### src/rtl/mbscore_ifetch_buf_pkg.sv
// Shared constants and fetch-FSM encoding for the MBScore instruction-fetch buffer.
// Both the top level and the prefetch FIFO import this package.
package mbscore_ifetch_buf_pkg;

    localparam int          DEFAULT_DATA_WIDTH = 32;
    localparam int          DEFAULT_ADDR_WIDTH = 32;
    localparam int          DEFAULT_DEPTH      = 4;
    localparam int          DEFAULT_PC_STEP    = 4;
    localparam logic [31:0] DEFAULT_RESET_PC   = 32'h0000_0000;

    typedef enum logic [1:0] {
        F_IDLE = 2'd0,
        F_REQ  = 2'd1,
        F_DROP = 2'd2,
        F_HALT = 2'd3
    } fetch_state_e;

endpackage

### src/rtl/mbscore_ifetch_buf_fifo.sv
// Synchronous prefetch FIFO with flush. Full/empty come from the occupancy counter,
// and the head entry is read combinationally (forced to zero while empty).
module mbscore_ifetch_fifo
    import mbscore_ifetch_buf_pkg::*;
#(
    parameter int WIDTH = DEFAULT_ADDR_WIDTH + DEFAULT_DATA_WIDTH,
    parameter int DEPTH = DEFAULT_DEPTH
) (
    input  logic                   i_clk,
    input  logic                   i_rst_n,
    input  logic                   i_flush,
    input  logic                   i_push,
    input  logic [WIDTH-1:0]       i_data,
    input  logic                   i_pop,
    output logic                   o_valid,
    output logic [WIDTH-1:0]       o_data,
    output logic [$clog2(DEPTH):0] o_count
);

    localparam int PW = $clog2(DEPTH);
    localparam int CW = $clog2(DEPTH) + 1;

    logic [WIDTH-1:0] r_mem [DEPTH];
    logic [PW-1:0]    r_rd_ptr;
    logic [PW-1:0]    r_wr_ptr;
    logic [CW-1:0]    r_count;
    logic             w_push;
    logic             w_pop;

    // Flush wins over everything; a push into a full buffer is only legal alongside a pop.
    assign w_pop  = i_pop && (r_count != '0) && !i_flush;
    assign w_push = i_push && !i_flush && ((r_count != CW'(DEPTH)) || w_pop);

    always_ff @(posedge i_clk or negedge i_rst_n) begin
        if (!i_rst_n) begin
            r_rd_ptr <= '0;
            r_wr_ptr <= '0;
            r_count  <= '0;
        end else if (i_flush) begin
            r_rd_ptr <= '0;
            r_wr_ptr <= '0;
            r_count  <= '0;
        end else begin
            if (w_push) r_wr_ptr <= r_wr_ptr + PW'(1);
            if (w_pop)  r_rd_ptr <= r_rd_ptr + PW'(1);
            r_count <= r_count + CW'(w_push) - CW'(w_pop);
        end
    end

    always_ff @(posedge i_clk) begin
        if (w_push) r_mem[r_wr_ptr] <= i_data;
    end

    assign o_valid = (r_count != '0);
    assign o_data  = o_valid ? r_mem[r_rd_ptr] : '0;
    assign o_count = r_count;

endmodule

### src/rtl/mbscore_ifetch_buf.sv
// MBScore instruction-fetch unit: sequential req/ack fetcher feeding a prefetch FIFO,
// with redirect flush/refetch and a level halt.
module mbscore_ifetch_buf
    import mbscore_ifetch_buf_pkg::*;
#(
    parameter int                    DATA_WIDTH = DEFAULT_DATA_WIDTH,
    parameter int                    ADDR_WIDTH = DEFAULT_ADDR_WIDTH,
    parameter int                    DEPTH      = DEFAULT_DEPTH,
    parameter int                    PC_STEP    = DEFAULT_PC_STEP,
    parameter logic [ADDR_WIDTH-1:0] RESET_PC   = ADDR_WIDTH'(DEFAULT_RESET_PC)
) (
    input  logic                    i_clk,
    input  logic                    i_rst_n,
    output logic                    o_mem_re,
    output logic [ADDR_WIDTH-1:0]   o_mem_addr,
    input  logic                    i_mem_ack,
    input  logic [DATA_WIDTH-1:0]   i_inst_in,
    input  logic                    i_next,
    output logic                    o_inst_valid,
    output logic [DATA_WIDTH-1:0]   o_inst_out,
    output logic [ADDR_WIDTH-1:0]   o_pc_out,
    input  logic                    i_redirect,
    input  logic [ADDR_WIDTH-1:0]   i_redirect_addr,
    input  logic                    i_hlt,
    output logic                    o_halted,
    output logic [$clog2(DEPTH):0]  o_count
);

    localparam int CW = $clog2(DEPTH) + 1;
    localparam int EW = ADDR_WIDTH + DATA_WIDTH;

    fetch_state_e          r_state;
    fetch_state_e          w_state_next;
    logic [ADDR_WIDTH-1:0] r_fetch_pc;
    logic [ADDR_WIDTH-1:0] r_mem_addr;
    logic [ADDR_WIDTH-1:0] w_pc_next;
    logic                  w_load_addr;
    logic                  w_push;
    logic                  w_pop;
    logic [CW-1:0]         w_count;
    logic [CW-1:0]         w_count_after;
    logic [EW-1:0]         w_head;

    assign o_mem_re = (r_state == F_REQ) || (r_state == F_DROP);
    assign w_push   = (r_state == F_REQ) && i_mem_ack && !i_redirect;
    assign w_pop    = i_next && o_inst_valid && !i_redirect;

    // Occupancy the buffer will hold after this edge; decides whether another fetch fits.
    assign w_count_after = i_redirect ? '0 : (w_count + CW'(w_push) - CW'(w_pop));
    assign w_pc_next     = i_redirect ? i_redirect_addr :
                           (w_push ? (r_fetch_pc + ADDR_WIDTH'(PC_STEP)) : r_fetch_pc);

    always_comb begin
        w_state_next = r_state;
        w_load_addr  = 1'b0;
        case (r_state)
            F_IDLE: begin
                if (i_hlt) begin
                    w_state_next = F_HALT;
                end else if (w_count_after < CW'(DEPTH)) begin
                    w_state_next = F_REQ;
                    w_load_addr  = 1'b1;
                end
            end
            F_REQ: begin
                if (i_mem_ack) begin
                    if (i_redirect) begin
                        w_state_next = F_IDLE;
                    end else if (i_hlt) begin
                        w_state_next = F_HALT;
                    end else if (w_count_after < CW'(DEPTH)) begin
                        w_load_addr = 1'b1;
                    end else begin
                        w_state_next = F_IDLE;
                    end
                end else if (i_redirect) begin
                    w_state_next = F_DROP;
                end
            end
            F_DROP: begin
                if (i_mem_ack) w_state_next = F_IDLE;
            end
            F_HALT: begin
                if (!i_hlt) w_state_next = F_IDLE;
            end
            default: w_state_next = F_IDLE;
        endcase
    end

    // The request address only moves when a new request is launched, never mid-handshake.
    always_ff @(posedge i_clk or negedge i_rst_n) begin
        if (!i_rst_n) begin
            r_state    <= F_IDLE;
            r_fetch_pc <= RESET_PC;
            r_mem_addr <= RESET_PC;
        end else begin
            r_state    <= w_state_next;
            r_fetch_pc <= w_pc_next;
            if (w_load_addr) r_mem_addr <= w_pc_next;
        end
    end

    mbscore_ifetch_fifo #(
        .WIDTH (EW),
        .DEPTH (DEPTH)
    ) u_fifo (
        .i_clk   (i_clk),
        .i_rst_n (i_rst_n),
        .i_flush (i_redirect),
        .i_push  (w_push),
        .i_data  ({r_fetch_pc, i_inst_in}),
        .i_pop   (w_pop),
        .o_valid (o_inst_valid),
        .o_data  (w_head),
        .o_count (w_count)
    );

    assign o_mem_addr = r_mem_addr;
    assign o_pc_out   = w_head[EW-1:DATA_WIDTH];
    assign o_inst_out = w_head[DATA_WIDTH-1:0];
    assign o_halted   = (r_state == F_HALT);
    assign o_count    = w_count;

endmodule

### config.mk
export PLATFORM = sky130hd
export DESIGN_NAME = mbscore_ifetch_buf
export DESIGN_NICKNAME = d
export VERILOG_FILES = /design/src/rtl/mbscore_ifetch_buf_pkg.sv /design/src/rtl/mbscore_ifetch_buf_fifo.sv /design/src/rtl/mbscore_ifetch_buf.sv
export SDC_FILE = /design/constraint.sdc
export NUM_CORES = 1
export LEC_CHECK = 0
export BUFFER_PORTS_ARGS = -buffer_cell sky130_fd_sc_hd__buf_4
export CAP_MARGIN = 20
export CORE_MARGIN = 3
export CORE_UTILIZATION = 55
export CTS_CLUSTER_SIZE = 16
export DETAILED_ROUTE_END_ITERATION = 12
export HOLD_SLACK_MARGIN = 0.03
export PLACE_DENSITY = 0.85
export SETUP_SLACK_MARGIN = 0.4
export SYNTH_ARGS = -nofsm -noshare
export SYNTH_HDL_FRONTEND = slang
export SYNTH_SLANG_ARGS = --single-unit
### constraint.sdc
create_clock -name i_clk -period 4.3 [get_ports i_clk]
set_clock_uncertainty 0.15 [all_clocks]
set_input_delay 0.43 -clock i_clk [delete_from_list [all_inputs] [get_ports i_clk]]
set_output_delay 0.43 -clock i_clk [all_outputs]
set_load 0.05 [all_outputs]
Yosys cells after proc, flatten, opt, wreduce, memory -nomap -nowiden
Memories as Yosys holds them, arrays and structs flattened. Cells that the tools add are included.

Add/subtract/negate cells: 7. Multipliers: 0. Divide/modulo/power cells: 0. Magnitude comparators: 1. Eq/ne operators: 9. Shift operators: 0. Muxes and demuxes: 26. Bitwise gates (word level): 0. Reductions and logical operators: 16.

Operators by type and width (number): $mux 32 (2); $mux 64 (1); $add 32x3->32 const B (1); $mux 2 (13); $ne 3x3->1 const B (3); $logic_and 1x1->1 (8); $pmux 2 s4 (1); $add 3x1->3 (2); $mux 1 (6); $mux 3 (2); $sub 3x1->3 (2); $reduce_and 5->1 (1); $add 2x1->2 const B (2); $eq 2x2->1 const B (2); $ne 2x2->1 const B (2); $ne 4x4->1 const B (1); $reduce_bool 2->1 (2); $lt 3x3->1 const B (1); $reduce_bool 3->1 (1); $eq 2x1->1 const B (1); $logic_not 2->1 (1); $logic_or 1x1->1 (2); $pmux 1 s2 (1); $logic_not 1->1 (1).

Flip-flop bits (word level): 73. Latch bits: 0. Bits in writable memories: 256. ROM bits: 0. Input port bits: 70. Output and inout bits: 102. Word-level logic and storage cells: 66. Memories: 1.

Memory list: u_fifo.r_mem (words 4, width 64, read ports 1, clocked after Yosys merged registers in 0, write ports 1, line mbscore_ifetch_buf_fifo.sv:23) `logic [WIDTH-1:0] r_mem [DEPTH];`.

Longest topological paths before layout
Word-level depth: 12. Mapped depth: 13. Depth with buffers taken out: 11.

Hierarchy
Synthesis repeated with hierarchy kept, for this count alone.

Cells, all modules: 807. Area, all modules: 13560.5 um^2.

Modules (own cells, without submodules): mbscore_ifetch_fifo (instances 1, cells each 452, area each 10123.5 um^2, seq. area each 7862.5 um^2); mbscore_ifetch_buf (instances 1, cells each 355, area each 3437.0 um^2, seq. area each 1651.6 um^2).

Worst setup path before layout
Ideal clock, no wire load.

Path kind: reg2reg. From: register u_fifo.r_count[1], in the netlist u_fifo.o_count[1]. To: register r_mem_addr[10], in the netlist o_mem_addr[10]. Setup time: 0.125 ns. Arrival time: 3.108 ns. Required time: 4.025 ns. Setup slack: 0.917 ns. Cell stages (with the launch flop): 13. Path buffers: 2. Period minus slack after synthesis: 3.383 ns. Path through: dfrtp_1 > or3_1 > clkbuf_1 > nand2_1 > nor2_1 > ha_1 > inv_1 > ha_1 > nand3b_1 > and3_1 > o31ai_2 > buf_2 > mux2_2.

Word-level cells in the longest chain between the ends: 11. Elaborated cells on any way between the ends: 12. Classes of those cells: add/sub: 2; order compare: 1; mux: 6; reduce/logical: 3.

Ends and longest elaborated chain: start: declaration (line mbscore_ifetch_buf_fifo.sv:26) `logic [CW-1:0] r_count;`; start signal: assignment (line mbscore_ifetch_buf_fifo.sv:46) `r_count <= r_count + CW'(w_push) - CW'(w_pop);`; branches (longest 3 deep; another with $add 3x1->3); $sub 3x1->3 (*) (line mbscore_ifetch_buf.sv:49) `assign w_count_after = i_redirect ? '0 : (w_count + CW'(w_push) - CW'(w_pop));`; $mux 3 (*) (line mbscore_ifetch_buf.sv:49); $lt 3x3->1 (*) (line mbscore_ifetch_buf.sv:60, mbscore_ifetch_buf.sv:71); $mux 1 (*) (line mbscore_ifetch_buf.sv:60, mbscore_ifetch_buf.sv:71); $mux 1 (*) (line mbscore_ifetch_buf.sv:69) `end else if (i_hlt) begin`; $mux 1 (line mbscore_ifetch_buf.sv:67) `if (i_redirect) begin`; $mux 1 (line mbscore_ifetch_buf.sv:66) `if (i_mem_ack) begin`; $pmux 1 s2 (*) (line mbscore_ifetch_buf.sv:56) `case (r_state)`; end signal: assignment (line mbscore_ifetch_buf.sv:99) `if (w_load_addr) r_mem_addr <= w_pc_next;`; end: declaration (line mbscore_ifetch_buf.sv:35) `logic [ADDR_WIDTH-1:0] r_mem_addr;`.

Every way passes the cells marked *. A chain may end at the register's enable or synchronous reset.

Final worst setup path
From: register u_fifo.r_count[2], in the netlist u_fifo.o_count[2]. To: register r_mem_addr[13], in the netlist o_mem_addr[13].

The elaborated chain is that of the path after synthesis.

==> metrics.cfg <==
[run_status]
status=finished clean

[clocking]
cts_tree=yes
cts-buffers-inserted=34
clockBufferDepth=3
cts_setup_buffers=0
h-tree-depth=2
cts_root_buffer=clkbuf_16
clk_latency_ns=0.50
clock-sinks=329
clkTransAtPathRegs_ns=0.06

[timing]
rsz0062_at_grt=no
setup_tns_ns=0
finalCritPeriodShare_pct=79.1
setup_ws_ns=0.900
slew-limit-headroom_pct=26.5
final-setup-viol-count=0
hold_viol_final=0
slew_violations=0
layout_min_cycle_time_ns=3.40
max_freq_mhz=294
worst_pin_slew_ns=1.09

[global_route]
grt_first_pass_wirelength_mm=44.4
grt_pass1_vias=7982
grt_use_total_pct=21.7
antenna_found_initial=0
overflow=0
grt_start_max_net_pins=74

[pwr]
leakage_nw=6.07
p_int_mw=6.79
ir_drop_mv=0.573
swShare_pct=37.4
clkPwrFrac_pct=24.6
switching_power_mw=4.06
p_comb_share_pct=37.7
power_density_nw_per_um2=655
seqPwrFrac_pct=37.7

[synth]
synthArstFlopShare_pct=22.2
synth-seq-cells=329
syn_inst=763
ys_seq_area_share_pct=70.5
syn_area_um2=13500
avgSynthCellArea_um2=17.7
yosysUniqueCellTypes=58
synth_edf_count=256
yosysWarnings=0
syn-num-nets=847
synth_ff_type=edfxtp_1

[drt]
routedWlPerCell_um=21.4
wl_met2_mm=13.6
drt-pass1-iter-count=5
wl_met1_mm=12.3
routed.top_layer=met4
drt_wl_total_mm=28.4
drc_errors=0
drt_iter0_drc=617
vias=7675
postRouteAntennaNets=0
vias_per_cell=5.78
wl_met3_mm=2.07

[die]
coreArea_um2=23800
start_util_pct=56.6
row_count=56
die_width_um=163
pin_count=172
fp.dieH_um=163
dieArea_um2=26400

[place]
dp.cells=1225
hpwl_mm=16.9
place.gp.congestion=0.842
numPortBuffers=171
place_ws_ns=1.00

[final_layout]
finish.utilization_pct=69.5
n_antenna_cell=0
area.growth.synth_to_final_pct=22.7
final_layout_size_suffix_gt1_share_pct=32.8
stdcell_count=1328
layout_commonest_cell=edfxtp_1
final_nets=1070
final_cell_mix=256 x edfxtp_1, 177 x buf_4, 71 x dfrtp_1, 65 x and2_1, 64 x mux4_2
fillCellCount=1547

[worst_setup_path]
path_buf_inv=3
r2r_start=u_fifo.o_count[2]
critPathKind=reg2reg
reg2reg_to=o_mem_addr[13]
setup.worst_path.start_class=flip-flop
critPathMaxStageDelay_ns=0.50
path_depth=12
r2r_slack_ns=0.90
r2r_cells=12
endpoint=o_mem_addr[13]
crit_start=u_fifo.o_count[2]
arrival_ns=3.63
worstPathCellList=or3_2, nand2_1, nor2_1, ha_1, inv_1, ha_1, nand3b_1, a21oi_1, o31ai_4, buf_4, buf_4, mux2_2
worstPathRequired_ns=4.53
critPathCaptureType=flip-flop
path_max_fanout=20
path_delay_family=simple AND/OR/NAND/NOR gates
cp_slowest_cell=or3_2

[job]
maxCapViolCount=0

[min_path]
min-delay-path-class=in2reg

## cells by family after synthesis
family          Yosys count  share of synthesized area (%)
flops                   329                           70.5
mux                     106                           14.1
simple gates            180                           7.61
buf+inv                  58                           1.85
xor+xnor                 22                           1.43
compound gates           54                           3.11
fa+ha+maj                14                           1.35
## power groups by stage
stage	Combinational (mW)	Sequential, mW	Clock (mW)
floorplan	2.45	4.52	0
global placement	4.02	4.13	0
detailed placement	4.08	4.14	0
CTS	4.13	4.08	2.72
global route	4.31	4.13	2.85
finish	4.09	4.08	2.67
## registers in the layout, indices dropped and copies added, names as in the netlist
| signal | flops |
|---|---|
| u_fifo.r_mem | 256 |
| u_fifo.r_wr_ptr | 2 |
| u_fifo.r_rd_ptr | 2 |
| r_fetch_pc | 32 |
| u_fifo.o_count | 3 |
| r_state | 2 |
| o_mem_addr | 32 |
## stage by stage
step           cell area, µm²  total power [mW]  hold slack [ns]
2_1_floorplan           13500              6.96          -0.0156
3_3_place_gp            15100              8.15            0.339
3_5_place_dp            15100              8.22            0.347
4_1_cts                 16600              10.9           0.0352
5_1_grt                 16600              11.3           0.0431
6_report                16600              10.8           0.0481
## routing by layer
metal,GRT usage [%],up-vias
met5,0,-
met4,5.23,0
met3,3.76,39
met2,35.0,318
met1,31.5,3897
li1,-,3421
## worst register-to-register path: cells and delay by family (launching register included)
kind            cells  cell delay [ns]
fa+ha+maj           2             0.45
mux                 1             0.39
compound gates      2             0.40
buf+inv             3             0.66
simple gates        4             0.83
flops               1             0.41
## Yosys cell counts, types with 8 or more instances
library cell / count / area share (%)
nor3_1: 8 / 0.30
nor4_1: 8 / 0.37
dfrtp_1: 73 / 14
mux2_2: 35 / 2.9
nand3_1: 14 / 0.52
o211ai_1: 8 / 0.45
and2_1: 69 / 3.2
clkbuf_1: 15 / 0.42
nand4_1: 10 / 0.46
inv_1: 21 / 0.58
buf_1: 8 / 0.22
buf_2: 10 / 0.37
xnor2_1: 9 / 0.58
ha_1: 13 / 1.2
mux4_2: 64 / 11
nand2_1: 30 / 0.83
edfxtp_1: 256 / 57
nor2_1: 18 / 0.50
xor2_1: 13 / 0.84
## worst min path at each step
stage	slack, ns	to	startpoint	cells past startpoint
6_report	0.05	r_fetch_pc[1]	i_redirect_addr[1]	2
2_1_floorplan	-0.02	o_mem_addr[0]	i_rst_n	0
5_1_grt	0.04	r_fetch_pc[1]	i_redirect_addr[1]	2
3_3_place_gp	0.34	u_fifo.r_mem[2][33]	r_fetch_pc[1]	0
3_5_place_dp	0.35	o_mem_addr[10]	o_mem_addr[10]	1
4_1_cts	0.04	r_fetch_pc[9]	i_redirect_addr[9]	3
## final cells by class
type	instances	area (µm²)	share of cell area (%)
clock inverter	12	77.6	0.469
sequential	329	9520	57.5
tap	319	399	2.41
inverter	22	82.6	0.499
timing repair buffer	223	1810	10.9
clock buffer	47	921	5.56
multi-input combinational	376	3750	22.6
## what timing repair did
item                      CTS  global route
hold endpoints to repair  212             0
resized for setup           0             0
hold buffers               44             0
Note: power is estimated with default switching activity, not from simulation.
